$ cat src/rtl/mult_share_pkg.sv
// Shared types and defaults for the shared-multiplier scheduler.
// Provides the FSM state enum, default widths and the id-width helper.
package mult_share_pkg;

    typedef enum logic [1:0] {
        IDLE   = 2'd0,
        SETTLE = 2'd1,
        RESP   = 2'd2
    } state_e;

    localparam int DEF_BIT_WIDTH = 6;
    localparam int DEF_OUT_WIDTH = 12;

    // Requester id width; a single bit is kept even for tiny pools.
    function automatic int id_w(input int n);
        return (n > 2) ? $clog2(n) : 1;
    endfunction

endpackage

$ cat src/rtl/mult_share_sched_rr_pick.sv
// Round-robin picker: rotate requests by ptr, priority-encode, un-rotate.
// Ports: req_i (request vector), ptr_i (start index), grant_o, any_o.
module rr_pick #(
    parameter int N  = 4,
    parameter int IW = 2
) (
    input  logic [N-1:0]  req_i,
    input  logic [IW-1:0] ptr_i,
    output logic [IW-1:0] grant_o,
    output logic          any_o
);

    logic [N-1:0]  rot;
    logic [IW-1:0] idx;
    logic [IW-1:0] j;

    always_comb begin
        rot   = '0;
        idx   = '0;
        j     = '0;
        any_o = 1'b0;
        for (int i = 0; i < N; i++) begin
            j      = IW'((int'(ptr_i) + i) % N);
            rot[i] = req_i[j];
        end
        // Descending scan leaves the lowest rotated index in idx.
        for (int i = N - 1; i >= 0; i--) begin
            if (rot[i]) begin
                idx   = IW'(i);
                any_o = 1'b1;
            end
        end
        grant_o = IW'((int'(ptr_i) + int'(idx)) % N);
    end

endmodule

$ cat src/rtl/mult_share_sched.sv
// Shares one slow multiplier among NUM_REQ requesters, round-robin.
// Ports: req_valid/ready/data in, mult_inp/mult_out to the multiplier,
// rsp_valid/ready/data/id out, busy while a transaction is in flight.
module mult_share_sched
    import mult_share_pkg::*;
#(
    parameter int NUM_REQ       = 4,
    parameter int BIT_WIDTH     = DEF_BIT_WIDTH,
    parameter int OUT_WIDTH     = DEF_OUT_WIDTH,
    parameter int SETTLE_CYCLES = 2,
    parameter int ID_W          = id_w(NUM_REQ)
) (
    input  logic                         clk,
    input  logic                         rst_n,
    input  logic [NUM_REQ-1:0]           req_valid,
    output logic [NUM_REQ-1:0]           req_ready,
    input  logic [NUM_REQ*BIT_WIDTH-1:0] req_data,
    output logic [BIT_WIDTH-1:0]         mult_inp,
    input  logic [OUT_WIDTH-1:0]         mult_out,
    output logic                         rsp_valid,
    input  logic                         rsp_ready,
    output logic [OUT_WIDTH-1:0]         rsp_data,
    output logic [ID_W-1:0]              rsp_id,
    output logic                         busy
);

    localparam int CNT_W = (SETTLE_CYCLES > 1) ? $clog2(SETTLE_CYCLES) : 1;
    localparam logic [CNT_W-1:0] CNT_INIT = CNT_W'(SETTLE_CYCLES - 1);
    localparam logic [ID_W-1:0]  LAST_ID  = ID_W'(NUM_REQ - 1);

    state_e                 state_q, state_d;
    logic [ID_W-1:0]        ptr_q, ptr_d;
    logic [ID_W-1:0]        id_q, id_d;
    logic [CNT_W-1:0]       cnt_q, cnt_d;
    logic [BIT_WIDTH-1:0]   inp_q, inp_d;
    logic [OUT_WIDTH-1:0]   data_q, data_d;
    logic [ID_W-1:0]        grant;
    logic [BIT_WIDTH-1:0]   grant_data;
    logic                   any_valid;
    logic                   accept;

    rr_pick #(
        .N  (NUM_REQ),
        .IW (ID_W)
    ) u_pick (
        .req_i   (req_valid),
        .ptr_i   (ptr_q),
        .grant_o (grant),
        .any_o   (any_valid)
    );

    always_comb begin
        grant_data = '0;
        for (int k = 0; k < NUM_REQ; k++) begin
            if (grant == ID_W'(k)) begin
                grant_data = req_data[k*BIT_WIDTH +: BIT_WIDTH];
            end
        end
    end

    // rst_n gates the grant so req_ready reads 0 while reset is held.
    assign accept = rst_n & (state_q == IDLE) & any_valid;

    always_ff @(posedge clk or negedge rst_n) begin
        if (!rst_n) begin
            state_q <= IDLE;
        end else begin
            state_q <= state_d;
        end
    end

    always_comb begin
        state_d = state_q;
        unique case (state_q)
            IDLE:    if (accept) state_d = SETTLE;
            SETTLE:  if (cnt_q == '0) state_d = RESP;
            RESP:    if (rsp_ready) state_d = IDLE;
            default: state_d = IDLE;
        endcase
    end

    always_comb begin
        req_ready = '0;
        if (accept) begin
            req_ready[grant] = 1'b1;
        end
        rsp_valid = (state_q == RESP);
        busy      = (state_q == SETTLE) || (state_q == RESP);
    end

    always_comb begin
        ptr_d  = ptr_q;
        id_d   = id_q;
        cnt_d  = cnt_q;
        inp_d  = inp_q;
        data_d = data_q;
        if (accept) begin
            inp_d = grant_data;
            id_d  = grant;
            cnt_d = CNT_INIT;
            ptr_d = (grant == LAST_ID) ? '0 : grant + 1'b1;
        end
        // Operand has been stable long enough once cnt reaches zero.
        if (state_q == SETTLE) begin
            if (cnt_q == '0) begin
                data_d = mult_out;
            end else begin
                cnt_d = cnt_q - 1'b1;
            end
        end
    end

    always_ff @(posedge clk or negedge rst_n) begin
        if (!rst_n) begin
            ptr_q  <= '0;
            id_q   <= '0;
            cnt_q  <= '0;
            inp_q  <= '0;
            data_q <= '0;
        end else begin
            ptr_q  <= ptr_d;
            id_q   <= id_d;
            cnt_q  <= cnt_d;
            inp_q  <= inp_d;
            data_q <= data_d;
        end
    end

    // inp_q is never cleared after a response so the multiplier stays quiet.
    assign mult_inp = inp_q;
    assign rsp_data = data_q;
    assign rsp_id   = id_q;

endmodule

$ cat config.mk
export PLATFORM = sky130hd
export DESIGN_NAME = mult_share_sched
export DESIGN_NICKNAME = d
export VERILOG_FILES = /design/src/rtl/mult_share_pkg.sv /design/src/rtl/mult_share_sched_rr_pick.sv /design/src/rtl/mult_share_sched.sv
export SDC_FILE = /design/constraint.sdc
export NUM_CORES = 1
export LEC_CHECK = 0
export CAP_MARGIN = 20
export CORE_MARGIN = 3
export CORE_UTILIZATION = 41
export CTS_CLUSTER_SIZE = 24
export DETAILED_ROUTE_END_ITERATION = 8
export GPL_TIMING_DRIVEN = 0
export HOLD_SLACK_MARGIN = 0.05
export PLACE_DENSITY = 0.85
export SLEW_MARGIN = 25
export SYNTH_ARGS = -nofsm -noshare
export SYNTH_HDL_FRONTEND = slang
export SYNTH_SLANG_ARGS = --single-unit
$ cat constraint.sdc
create_clock -name clk -period 3.9 [get_ports clk]
set_input_delay 0.39 -clock clk [delete_from_list [all_inputs] [get_ports clk]]
set_output_delay 0.39 -clock clk [all_outputs]
set_load 0.005 [all_outputs]
Yosys cells after proc, flatten, opt, wreduce, memory -nomap -nowiden

Index checks and enable logic that the tools add are counted.

Register bits: 25
Input port bits: 43

Mux-type cells: 31
Equal/unequal tests: 8
$lt $le $gt $ge: 6
Bitwise operators: 3
Add/subtract/negate cells: 6
Reduce and logical (&&, ||, !) cells: 6

Operators with widths:

| cell                                                                                | count |
|---|---|
| 6-bit 2-to-1 mux                                                                    | 4 |
| 2-bit 2-to-1 mux                                                                    | 8 |
| 2-bit by 3-bit less-than comparator with 1-bit output, second input constant        | 5 |
| 1-bit 2-to-1 mux                                                                    | 12 |
| 1-bit binary-select mux with 2-bit select                                           | 4 |
| 2-bit equality test, second input constant                                          | 3 |
| 2-bit one-hot mux with 3 select lines                                               | 1 |
| 2-bit by 1-bit adder with 2-bit output, second input constant                       | 2 |
| 2-bit adder, second input constant                                                  | 2 |
| 2-bit by 1-bit equality test with 1-bit output, second input constant               | 2 |
| 2-bit zero test                                                                     | 2 |
| 4-bit 2-to-1 mux                                                                    | 1 |
| 2-bit inequality test, second input constant                                        | 2 |
| 3-bit AND reduction                                                                 | 1 |
| 2-bit adder                                                                         | 1 |
| 1-bit bitwise AND                                                                   | 2 |
| 1-bit demux with 2-bit select                                                       | 1 |
| 2-bit by 1-bit greater-or-equal comparator with 1-bit output, second input constant | 1 |
| 2-bit by 1-bit inequality test with 1-bit output, second input constant             | 1 |
| 2-bit AND reduction                                                                 | 1 |
| 1-bit logical AND                                                                   | 1 |
| 1-bit logical OR                                                                    | 1 |
| 1-bit inverter                                                                      | 1 |
| 1-bit subtractor, second input constant                                             | 1 |

Logic depth before layout (Yosys ltp)

Depth after elaboration: 13
Gate-level depth with buffers: 15

By module

A second synthesis with hierarchy kept.

Cell total of the unflattened synthesis: 145
Area, all modules: 1,496.4 µm²

Modules (own cells, without submodules):

| module           | cells each | area each (µm²) | seq. area each (µm²) | instances |
|---|---|---|---|---|
| mult_share_sched | 120        | 1,330.0         | 625.6                | 1 |
| rr_pick          | 25         | 166.4           | 0.0                  | 1 |

Worst setup path before layout

Ideal clock, no wire load.

Path kind: input-to-reg
Start point: in req_valid[0]
End point: reg inp_q[2] (netlist: mult_inp[2])
Stages on the path: 15
Data required time: 3.817 ns
Path slack: 1.033 ns
Arrival time: 2.784 ns
Cells stage by stage: buf_2 > inv_1 > o21ai_0 > a21oi_1 > o31a_1 > ha_1 > xnor2_1 > a211oi_1 > or2_1 > ha_1 > clkbuf_1 > nor2b_1 > a221oi_1 > o31a_1 > o21ai_0

Word-level cells in the longest chain between the ends: 12
Elaborated cells between the ends (all ways): 26
Classes of those cells: 1 x add/sub; 3 x eq/ne; 20 x mux; 1 x bitwise; 1 x reduce/logical

RTL lines:

| what                                      | RTL line                       | RTL |
|---|---|---|
| start: declaration                        | mult_share_sched.sv:15         | `input logic [NUM_REQ-1:0] req_valid,` |
| 1-bit binary-select mux with 2-bit select | mult_share_sched_rr_pick.sv:24 | `rot[i] = req_i[j];` |
| 1-bit 2-to-1 mux (not written as such)    | mult_share_sched_rr_pick.sv:24 |  |
| 2-bit 2-to-1 mux (4 in series)            | mult_share_sched_rr_pick.sv:28 | `if (rot[i]) begin` |
| 2-bit adder                               | mult_share_sched_rr_pick.sv:33 | `grant_o = IW'((int'(ptr_i) + int'(idx)) % N);` |
| 2-bit zero test                           | mult_share_sched.sv:55         | `if (grant == ID_W'(k)) begin` |
| 6-bit 2-to-1 mux (4 in series)            | mult_share_sched.sv:55         |  |
| end signal: assignment                    | mult_share_sched.sv:124        | `inp_q <= inp_d;` |
| end: declaration                          | mult_share_sched.sv:35         | `logic [BIT_WIDTH-1:0] inp_q, inp_d;` |

Parallel ways exist; a longest one is shown, timed or not. The select of a mux whose other input is x is not followed.
A chain may end at the register's enable or synchronous reset.

Final worst setup path

Start point: in req_valid[3]
End point: out req_ready[2]

Word-level cells in the longest chain between the ends: 12
Elaborated cells between the ends (all ways): 24
Classes of those cells: 1 x add/sub; 2 x order compare; 19 x mux; 1 x bitwise; 1 x reduce/logical

RTL lines:

| what                                                                                                                                                               | RTL line                       | RTL |
|---|---|---|
| 1-bit binary-select mux with 2-bit select                                                                                                                          | mult_share_sched_rr_pick.sv:24 |  |
| 1-bit 2-to-1 mux (not written as such)                                                                                                                             | mult_share_sched_rr_pick.sv:24 |  |
| 2-bit 2-to-1 mux (3 in series)                                                                                                                                     | mult_share_sched_rr_pick.sv:28 |  |
| 2-bit 2-to-1 mux *                                                                                                                                                 | mult_share_sched_rr_pick.sv:28 |  |
| 2-bit adder *                                                                                                                                                      | mult_share_sched_rr_pick.sv:33 |  |
| net grant[1]                                                                                                                                                       | mult_share_sched.sv:37         | `logic [ID_W-1:0] grant;` |
| 2-bit by 3-bit less-than comparator with 1-bit output (not written as such) / 2-bit by 1-bit greater-or-equal comparator with 1-bit output (equally long branches) | mult_share_sched.sv:85         | `req_ready[grant] = 1'b1;` |
| 1-bit logical AND (not written as such)                                                                                                                            | mult_share_sched.sv:85         |  |
| 1-bit 2-to-1 mux (not written as such)                                                                                                                             | mult_share_sched.sv:85         |  |
| 1-bit demux with 2-bit select *                                                                                                                                    | mult_share_sched.sv:85         |  |
| 4-bit 2-to-1 mux *                                                                                                                                                 | mult_share_sched.sv:84         | `if (accept) begin` |
| end: declaration                                                                                                                                                   | mult_share_sched.sv:16         | `output logic [NUM_REQ-1:0] req_ready,` |

The timed path passes the listed nets; every way through them passes the cells marked *. The select of a mux whose other input is x is not followed.

==> flow_metrics.py <==
metrics = {
    "cells_and_area": {
        "areaGrowthSynthToFinish_pct": 51.94,
        "n_antenna_cell": 0,
        "drive_above_1_share": 0.1461,
        "fillCellCount": 279,
        "stdcell_count": 265,
        "post-route-util": 0.6601,
        "fin_area_um2": 2255,
        "fin_nets": 273,
    },
    "route": {
        "dr.first_iter.drc_count": 58,
        "drc": 0,
        "ant_nets": 0,
        "drt_first_pass_iters": 4,
        "drt-total-wl_mm": 3.393,
        "wire_per_inst_um": 12.80,
        "via_per_inst": 4.962,
        "vias": 1315,
    },
    "logic_synthesis": {
        "synthCells": 149,
        "synth_edf_count": 0,
        "synth_area_um2": 1484,
        "synth_nets": 202,
        "synth_top_area_frac": 0.4216,
        "synthArstFlopShare": 1.000,
        "yosysSeqAreaShare": 0.4216,
        "syn_area_per_cell_um2": 9.959,
        "synth_area_leader_cell": "dfrtp_1",
        "synth_seq_cells": 25,
        "synth_ff_type": "dfrtp_1",
        "synth_warnings": 0,
        "ys_types": 32,
        "synth_area_leaders": "dfrtp_1, mux2_2, ha_1",
    },
    "global_route": {
        "grt_pass1_wl_mm": 5.492,
        "grt_antenna_before_repair": 0,
        "grt_max_degree": 27,
        "grt_pass1_vias": 1243,
        "grt-ovfl-total": 0,
        "grt_usage": 0.1576,
    },
    "timing": {
        "period_needed_ns": 3.549,
        "tns_ns": 0,
        "skew_ns": 0.005902,
        "fmax_mhz": 281.8,
        "min_period_over_period": 0.9100,
        "setup_violations": 0,
        "fin_ws_ns": 0.3511,
        "finalMaxSlewViolations": 0,
        "worst_slew_pin_slew_ns": 0.5433,
        "rsz0062_at_grt": "false",
        "hold_viol_final": 0,
        "hold_ws_ns": 0.4973,
        "timing.slew.headroom": 0.6378,
    },
    "floorplan": {
        "chipHeight_um": 66.16,
        "dieWidth_um": 66.16,
        "rows": 21,
        "die-area_um2": 4377,
        "pin_count": 69,
        "core-area_um2": 3416,
        "start_util": 0.4344,
    },
    "cts": {
        "cts_tree": "done",
        "root_buffer": "clkbuf_4",
        "ctsHtreeMaxLevel": 1,
        "cts_buffers": 3,
        "clockBufferDepth": 2,
        "post_cts_buffers": 0,
        "clock_latency_ns": 0.31,
        "clk_pin_slew_ns": 0.14,
        "clock-sinks": 25,
    },
    "worst_setup_path": {
        "reg2reg_depth": 13,
        "critPathKind": "in -> out",
        "crit_fanout": 7,
        "critPathCaptureType": "primary output",
        "cp_data_required_time_ns": 3.51,
        "start_kind": "input port",
        "arrival_ns": 3.16,
    },
    "place": {
        "place_area_um2": 2207,
        "place_inst": 262,
        "gp_congestion": 0.7832,
        "preCtsSetupSlack_ns": -0.06202,
        "io_buffers": 67,
        "dpl.hpwl_mm": 2.690,
    },
    "power_and_ir_drop": {
        "p_total_mw": 1.704,
        "peakVddDrop_v": 0.0003518,
        "power_density_nw_per_um2": 755.8,
        "leakage_nw": 0.9421,
    },
    "hold_path": {
        "hold_path_class": "reg -> reg",
        "hold_depth": 2,
    },
    "flow_run": {
        "max-cap-violations": 0,
    },
    "outcome": {
        "status": "complete, no violations",
    },
}
-- cells in the final DEF (no fill, tap or decap), types with 2 or more instances in the layout --
cell,instances
nor2_1,13
a221oi_1,6
nor2b_1,4
nand2_1,20
a21oi_1,2
clkbuf_4,3
buf_2,3
clkdlybuf4s50_1,65
ha_2,3
o31ai_1,2
dfrtp_1,25
ha_1,7
buf_6,3
o31a_1,6
or2_2,2
mux2_2,13
inv_1,11
o21ai_0,11
nor3b_1,2
-- layout make-up --
class	count	area (um^2)	share of cell area
Timing Repair Buffer	68	678.2	0.3008
Clock inverter	1	7.507	0.003330
Inverter	11	41.29	0.01831
Multi-Input combinational cell	105	770.7	0.3418
Buffer	6	51.30	0.02275
Sequential cell	25	625.6	0.2775
Tap cell	46	57.56	0.02553
Clock buffer	3	22.52	0.009989
-- kinds of logic after synthesis --
family                     synth area share
and+or+nand+nor                      0.1282
AOI/OAI and AO/OA                    0.1771
DFF                                  0.4216
buffers and inverters               0.06745
muxes                                0.1155
adders and majority gates           0.08432
xor gates and xnor gates           0.005903
-- state kept, by name, indices dropped and copies added (netlist names) --
signal / count
cnt_q: 1
mult_inp: 6
rsp_data: 12
rsp_id: 2
ptr_q: 2
state_q: 2
-- Yosys cell counts (all sizes together), types with 2 or more instances --
library cell  count
nor3b             2
or2               3
mux2             14
buf               7
nor2b             4
a211oi            2
ha               10
inv              11
nor2             13
o31a              6
nand2            20
o31ai             2
dfrtp            25
a21oi             2
o21ai            11
a221oi            6
-- critical path, stage by stage --
cell	delay, ns
clkdlybuf4s50_1	0.50
o21ai_0	0.12
a21oi_1	0.08
o31a_1	0.29
ha_1	0.19
xnor2_1	0.23
a211oi_2	0.09
nor2_1	0.19
ha_2	0.29
inv_1	0.14
nor2_1	0.13
clkdlybuf4s50_1	0.51
-- final timing paths --
check	start	to	slack, ns
worst max-delay path	req_valid[3]	req_ready[2]	0.35
worst min-delay path	mult_inp[5]$_DFFE_PN0N_	mult_inp[5]$_DFFE_PN0N_	0.50
worst max register to register	ptr_q[1]$_DFFE_PN0N_	mult_inp[2]$_DFFE_PN0N_	0.88
worst min register to register	mult_inp[5]$_DFFE_PN0N_	mult_inp[5]$_DFFE_PN0N_	0.50
max in group asynchronous	rst_n	rsp_data[11]$_DFFE_PN0P_	2.95
min in group asynchronous	rst_n	rsp_data[10]$_DFFE_PN0P_	0.58
-- what timing repair did --
item / 4_1_cts / 5_1_grt
endpoints found under the setup margin: 2 / 4
resized for setup: 0 / 5
pin swaps: 0 / 0
hold buffers: 1 / 0
hold endpoints to repair: 3 / 0
-- where the power goes --
part / total (mW) / switching [mW] / leakage (nW) / internal (mW)
clock: 0.114 / 0.0750 / 0.0139 / 0.0391
combinational: 1.13 / 0.494 / 0.623 / 0.638
sequential: 0.458 / 0.0717 / 0.305 / 0.387
-- routing by layer --
metal	vias to the layer above	share of wire	wire length, um	global-route usage
li1	665	-	-	-
met3	2	0.068	231	0.04932
met1	611	0.44	1486	0.2025
met2	37	0.49	1664	0.2639
met4	0	0.0029	10	0.02284
met5	-	0	0	0
No activity file was read; power rests on OpenSTA's default activity.
